[config.mk]
export PLATFORM = sky130hd
export DESIGN_NAME = ws2812_frame_ctl
export DESIGN_NICKNAME = d
export VERILOG_FILES = /design/src/rtl/ws2812_frame_ctl.sv
export SDC_FILE = /design/constraint.sdc
export NUM_CORES = 1
export LEC_CHECK = 0
export CAP_MARGIN = 20
export CORE_UTILIZATION = 45
export CTS_BUF_LIST = sky130_fd_sc_hd__clkbuf_8
export DETAILED_ROUTE_END_ITERATION = 7
export PLACE_DENSITY = 0.77
export REMOVE_ABC_BUFFERS = 1
export SETUP_SLACK_MARGIN = 0.5
export SYNTH_ARGS = -nofsm -noshare
export SYNTH_HDL_FRONTEND = slang
export SYNTH_SLANG_ARGS = --single-unit
[constraint.sdc]
create_clock -name clk_in -period 2.8 [get_ports clk_in]
set_clock_uncertainty 0.15 [all_clocks]
set_input_delay 0.56 -clock clk_in [delete_from_list [all_inputs] [get_ports clk_in]]
set_output_delay 0.56 -clock clk_in [all_outputs]
set_load 0.02 [all_outputs]
[src/rtl/ws2812_frame_ctl.sv]
// ws2812_frame_ctl: frame sequencer feeding a WS2812 single-bit encoder.
// Reads pixel_num_in 24-bit words from a synchronous pixel RAM and sends
// each one MSB-first, one bit_rdy_out/bit_done_in handshake per bit. After
// the last bit it holds the line low for RST_CNT cycles (the latch gap),
// then pulses frame_done_out.
// Optional feature macro: WS2812_FRAME_CTL_GRB_EN. When defined, each RAM
// word {R,G,B} is reordered to {G,R,B} on load, giving native WS2812 wire
// order. When undefined, the wire order equals the RAM order.
module ws2812_frame_ctl #(
    parameter int ADDR_W  = 8,
    parameter int RST_CNT = 16000,
    parameter int RST_W   = 16
) (
    input  logic              clk_in,
    input  logic              rst_in,
    input  logic              frame_start_in,
    input  logic [ADDR_W-1:0] pixel_num_in,
    output logic              pix_rd_en_out,
    output logic [ADDR_W-1:0] pix_rd_addr_out,
    input  logic [23:0]       pix_rd_data_in,
    output logic              bit_rdy_out,
    output logic              bit_data_out,
    input  logic              bit_done_in,
    output logic              frame_busy_out,
    output logic              frame_done_out
);

    typedef enum logic [2:0] {
        S_IDLE,
        S_FETCH,
        S_LOAD,
        S_SEND,
        S_WAIT,
        S_GAP
    } state_t;

    state_t            r_state;
    logic [ADDR_W-1:0] r_count;
    logic [ADDR_W-1:0] r_idx;
    logic [4:0]        r_bitCnt;
    logic [RST_W-1:0]  r_gapCnt;
    logic [23:0]       r_shreg;
    logic [23:0]       w_loadWord;

    // RAM word as it should appear on the wire, optionally reordered to GRB
`ifdef WS2812_FRAME_CTL_GRB_EN
    assign w_loadWord = {pix_rd_data_in[15:8], pix_rd_data_in[23:16], pix_rd_data_in[7:0]};
`else
    assign w_loadWord = pix_rd_data_in;
`endif

    // Frame FSM; every output is registered and set on entry to the state that owns it
    always_ff @(posedge clk_in) begin
        if (rst_in) begin
            r_state         <= S_IDLE;
            r_count         <= '0;
            r_idx           <= '0;
            r_bitCnt        <= '0;
            r_gapCnt        <= '0;
            r_shreg         <= '0;
            pix_rd_en_out   <= 1'b0;
            pix_rd_addr_out <= '0;
            bit_rdy_out     <= 1'b0;
            bit_data_out    <= 1'b0;
            frame_busy_out  <= 1'b0;
            frame_done_out  <= 1'b0;
        end else begin
            pix_rd_en_out  <= 1'b0;
            bit_rdy_out    <= 1'b0;
            frame_done_out <= 1'b0;
            case (r_state)
                S_IDLE: begin
                    if (frame_start_in) begin
                        if (pixel_num_in == '0) begin
                            frame_done_out <= 1'b1;
                        end else begin
                            r_count         <= pixel_num_in;
                            r_idx           <= '0;
                            pix_rd_en_out   <= 1'b1;
                            pix_rd_addr_out <= '0;
                            frame_busy_out  <= 1'b1;
                            r_state         <= S_FETCH;
                        end
                    end
                end
                S_FETCH: begin
                    r_state <= S_LOAD;
                end
                S_LOAD: begin
                    r_shreg      <= w_loadWord;
                    r_bitCnt     <= 5'd23;
                    bit_rdy_out  <= 1'b1;
                    bit_data_out <= w_loadWord[23];
                    r_state      <= S_SEND;
                end
                S_SEND: begin
                    r_state <= S_WAIT;
                end
                S_WAIT: begin
                    if (bit_done_in) begin
                        if (r_bitCnt != 5'd0) begin
                            r_shreg      <= {r_shreg[22:0], 1'b0};
                            r_bitCnt     <= r_bitCnt - 5'd1;
                            bit_rdy_out  <= 1'b1;
                            bit_data_out <= r_shreg[22];
                            r_state      <= S_SEND;
                        end else if (r_idx < (r_count - ADDR_W'(1))) begin
                            r_idx           <= r_idx + ADDR_W'(1);
                            pix_rd_en_out   <= 1'b1;
                            pix_rd_addr_out <= r_idx + ADDR_W'(1);
                            r_state         <= S_FETCH;
                        end else begin
                            r_gapCnt     <= '0;
                            bit_data_out <= 1'b0;
                            r_state      <= S_GAP;
                        end
                    end
                end
                S_GAP: begin
                    if (r_gapCnt == RST_W'(RST_CNT - 1)) begin
                        frame_done_out <= 1'b1;
                        frame_busy_out <= 1'b0;
                        r_state        <= S_IDLE;
                    end else begin
                        r_gapCnt <= r_gapCnt + RST_W'(1);
                    end
                end
                default: begin
                    r_state <= S_IDLE;
                end
            endcase
        end
    end

endmodule

# Word-level counts from Yosys, hierarchy flattened
# Index checks and enable logic that the tools add are counted.
[totals]
regBits = 68
word_cells = 92
output_inout_bits = 13
inputBits = 36
[classes]
eq_ne = 16
order_cmp = 1
reduce_logical = 14
muxes = 45
addsub = 4
bitwise_logic = 1
[ops]
columns = ["op", "n"]
rows = [
  ["$mux 16", 4],
  ["$mux 23", 2],
  ["$pmux 23 s2", 1],
  ["$mux 8", 5],
  ["$pmux 16 s2", 1],
  ["$mux 3", 6],
  ["$ne 2x2->1 const B", 9],
  ["$pmux 3 s6", 1],
  ["$add 16x1->16 const B", 1],
  ["$eq 16x14->1 const B", 1],
  ["$mux 1", 16],
  ["$pmux 8 s2", 1],
  ["$mux 5", 2],
  ["$pmux 1 s2", 5],
  ["$pmux 5 s2", 1],
  ["$reduce_and 3->1", 3],
  ["$add 8x1->8 const B", 1],
  ["$logic_not 8->1", 1],
  ["$lt 8x8->1", 1],
  ["$reduce_and 4->1", 2],
  ["$reduce_bool 2->1", 4],
  ["$sub 8x1->8 const B", 1],
  ["$eq 3x2->1 const B", 2],
  ["$eq 3x3->1 const B", 2],
  ["8 further kinds", 8],
]

# Longest topological paths before layout
[depth]
ltp_word = 6
ltp_mapped = 13
ltp_nobuf = 12

# Worst setup path after synthesis
# Ideal clock, no wire load.
[synth_path]
kind = "register to register"
from = "register r_count[2]"
to = "register r_idx[4]"
setup_ns = 0.087
stages_incl_launch_ff = 12
required_ns = 2.563
setup_slack_ns = -0.237
period_less_slack_ns = 3.037
t_arrival_ns = 2.800
n_path_buf = 1
cell_sequence = "dfxtp_1 -> or4_1 -> nor4_1 -> xnor2_1 -> ha_1 -> a21oi_1 -> nand2_1 -> a211oi_4 -> o21ai_2 -> or3_1 -> buf_2 -> o31ai_1"
[synth_between]
elab_chain_cells = 4
[synth_lines]
columns = ["element", "line_no", "source"]
rows = [
  ["start, declared", "38", "logic [ADDR_W-1:0] r_count;"],
  ["start signal, assigned", "77", "r_count <= pixel_num_in;"],
  ["$sub 8x1->8", "107", "end else if (r_idx < (r_count - ADDR_W'(1))) begin"],
  ["$lt 8x8->1", "107", ""],
  ["$ne 2x2->1 (no source line)", "n/a", ""],
  ["$reduce_and 6->1 (no source line)", "n/a", ""],
  ["end signal, assigned", "108", "r_idx <= r_idx + ADDR_W'(1);"],
  ["end, declared", "39", "logic [ADDR_W-1:0] r_idx;"],
]
# Every way passes these cells.
# A chain may end at the register's enable or synchronous reset.

# Worst setup path in the final report
[layout_path]
from = "register r_count[2]"
to = "register r_idx[7]"
# Same word-level chain as after synthesis.

==> reports/metrics.csv <==
metric;value;unit
status;finished with violations;
violations;negative setup slack;
netlist_area;3520;um2
holdPathEnd;r_shreg[10];
synthTopCellsByArea;dfxtp_1 39%, a311oi_1 7.5%, nand2_1 6.5%;
hold_viol;0;
fin_crit;2910;ps
dp_hpwl;5640;um
r2r_cells;10;
slowest_delay;550;ps
gp_congestion;0.828;
hp-start;r_shreg[9];
cts_tree;yes;
crit_arrival;3020;ps
grt_pass1_vias;3024;
syn_inst;421;
pre_cts_slack;-310;ps
num_rows;31;
drt_wl_total;8550;um
core;7410;um2
yosysTopAreaCellShare;0.387;
fin_nets;521;
ir_drop;0.215;mV
final_cell_mix;67 x dfxtp_1, 60 x nand2_1, 51 x nor2_1;
clock_sinks;68;
area_growth;25.9;%
die_area;8180;um2
async_flop_share;0;
drc;0;
synth.distinct_cells;60;
maxCapViolCount;0;
die_x;90.5;um
hold_depth;2;
finalCritPeriodShare;1.04;
layout_commonest_cell;dfxtp_1;
pin_count;49;
synth_edf_count;0;
reg2reg_from;r_count[2];
antenna_found_initial;0;
n_antenna_cell;0;
wl_per_cell;14.8;um
io_buffer_count;48;
p_leak;1.56;nW
setup_viol;18;
ys_warn_count;0;
slew_headroom;0.624;
clockBufferDepth;2;
hold_buffers;0;
via_count;3329;
r2r-end;r_idx[7];
maxSlewViolCount;0;
start_util;0.475;
crit_type;reg2reg;
firstDrtPassIters;4;
fin_ws;-106;ps
track_usage;0.207;
seq_area_frac_synth;0.387;
crit_family;simple AND/OR/NAND/NOR gates;
routed_via_density;5.76;
drive_gt1_frac;0.161;
clk_latency;350;ps
avgSynthCellArea;8.36;um2
die_h;90.5;um
synth_ff_type;dfxtp_1;
r2r_slack;-110;ps
grt.overflow.total;0;
fmax;344;MHz
end_kind;register;
startpoint_type;register;
initialDrtViolationCount;170;
synth_seq_cells;68;
worst-path-buf-inv;0;
yosys.area.top_type;dfxtp_1;
grt_first_pass_wirelength;13900;um
htreeDepth;3;
hold_class;reg2reg;
path_clk_slew;90;ps
cp_cell_sequence;or4_4 > nor4_4 > xnor2_1 > ha_1 > a21oi_2 > nand2_2 > a211oi_4 > o21ai_2 > or3_4 > o31ai_2;
powerDensity;496;nW/um2
cts-buffers-inserted;9;
grt_setup_unrepaired;true;
grt_max_degree;46;
cp.required;2910;ps
cts_root_buf;clkbuf_8;
ant_nets;0;
whs;315;ps
cp_max_fo;6;
tightest_slew;564;ps
critPathSlowestCell;or4_4;
layer usage:
layer,share of wire,vias up,global-route usage
met2,0.49,84,0.342
met5,0,-,0
met1,0.46,1583,0.263
met3,0.034,17,0.0328
li1,-,1645,-
met4,0.019,0,0.0941
worst min-delay path: stages, from the launching register on:
cell      delay, ps
dfxtp_1         310
nand2_1          50
a311oi_1         70
synth_stat cells, types with 5 or more instances:
master / n
dfxtp_1: 68
nand2_1: 61
nor2_1: 51
a311oi_1: 30
a21oi_1: 18
nand3_1: 15
clkbuf_1: 14
inv_1: 13
ha_1: 11
a211oi_1: 8
and3_1: 8
mux2i_1: 8
nand2b_1: 8
nor3_1: 8
o21ai_0: 7
a31oi_1: 6
buf_2: 6
xnor2_1: 6
nor4_1: 5
o21a_1: 5
layout make-up:
class | count | area (um2)
fill | 639 | 2980
tap | 99 | 124
inverter | 13 | 48.8
clock inverter | 7 | 50.0
sequential | 68 | 1360
multi-input combinational | 316 | 2110
clock buffer | 9 | 124
timing repair buffer | 66 | 611
repair_timing:
action,4_1_cts,5_1_grt
cloned,1,0
pin swaps,10,3
endpoints found under the setup margin,27,54
setup buffers,1,0
resized for setup,22,8
flip-flops by register name, summed over array words and instances (netlist names):
signal	flops
bit_data_out	1
bit_rdy_out	1
frame_busy_out	1
frame_done_out	1
pix_rd_en_out	1
r_bitCnt	5
r_count	8
r_gapCnt	16
r_idx	8
r_shreg	23
r_state	3
report_power, final:
group | switching [mW] | internal, mW | total (mW)
Clock | 0.404 | 0.326 | 0.729
Combinational | 0.212 | 0.196 | 0.408
Sequential | 0.0444 | 1.02 | 1.06
kinds of logic (layout without fill, tap and decap cells):
family / count (synthesis) / after routing / share of synthesized area
xor+xnor: 8 / 8 / 0.0199
flops: 68 / 68 / 0.387
buf+inv: 38 / 95 / 0.0490
compound gates: 104 / 104 / 0.223
fa+ha+maj: 11 / 11 / 0.0391
simple gates: 182 / 183 / 0.253
mux: 10 / 10 / 0.0291
worst max-delay path by stage:
stage / to / startpoint / slack, ps / depth (start not counted)
final: r_idx[7] / r_count[2] / -110 / 10
after global routing: r_gapCnt[8] / r_count[2] / -230 / 11
after CTS: r_idx[7] / r_count[2] / -60 / 10
after detailed placement: r_idx[4] / r_count[2] / -310 / 10
after global placement: r_idx[4] / r_count[2] / -220 / 10
after floorplan: r_idx[4] / r_count[2] / -220 / 10
metrics by stage:
stage                     instance area, um2  total power [mW]  TNS [ps]  instances   util
after floorplan                         3400              1.30     -1330        396      -
after global placement                  4120              1.44     -2910        560  0.557
after detailed placement                4120              1.46     -5130        560  0.557
after CTS                               4400              2.21      -328        578  0.593
after global routing                    4430              2.31     -4530        578  0.598
final                                   4430              2.20      -901        578  0.598
No activity file was read; power rests on OpenSTA's default activity.
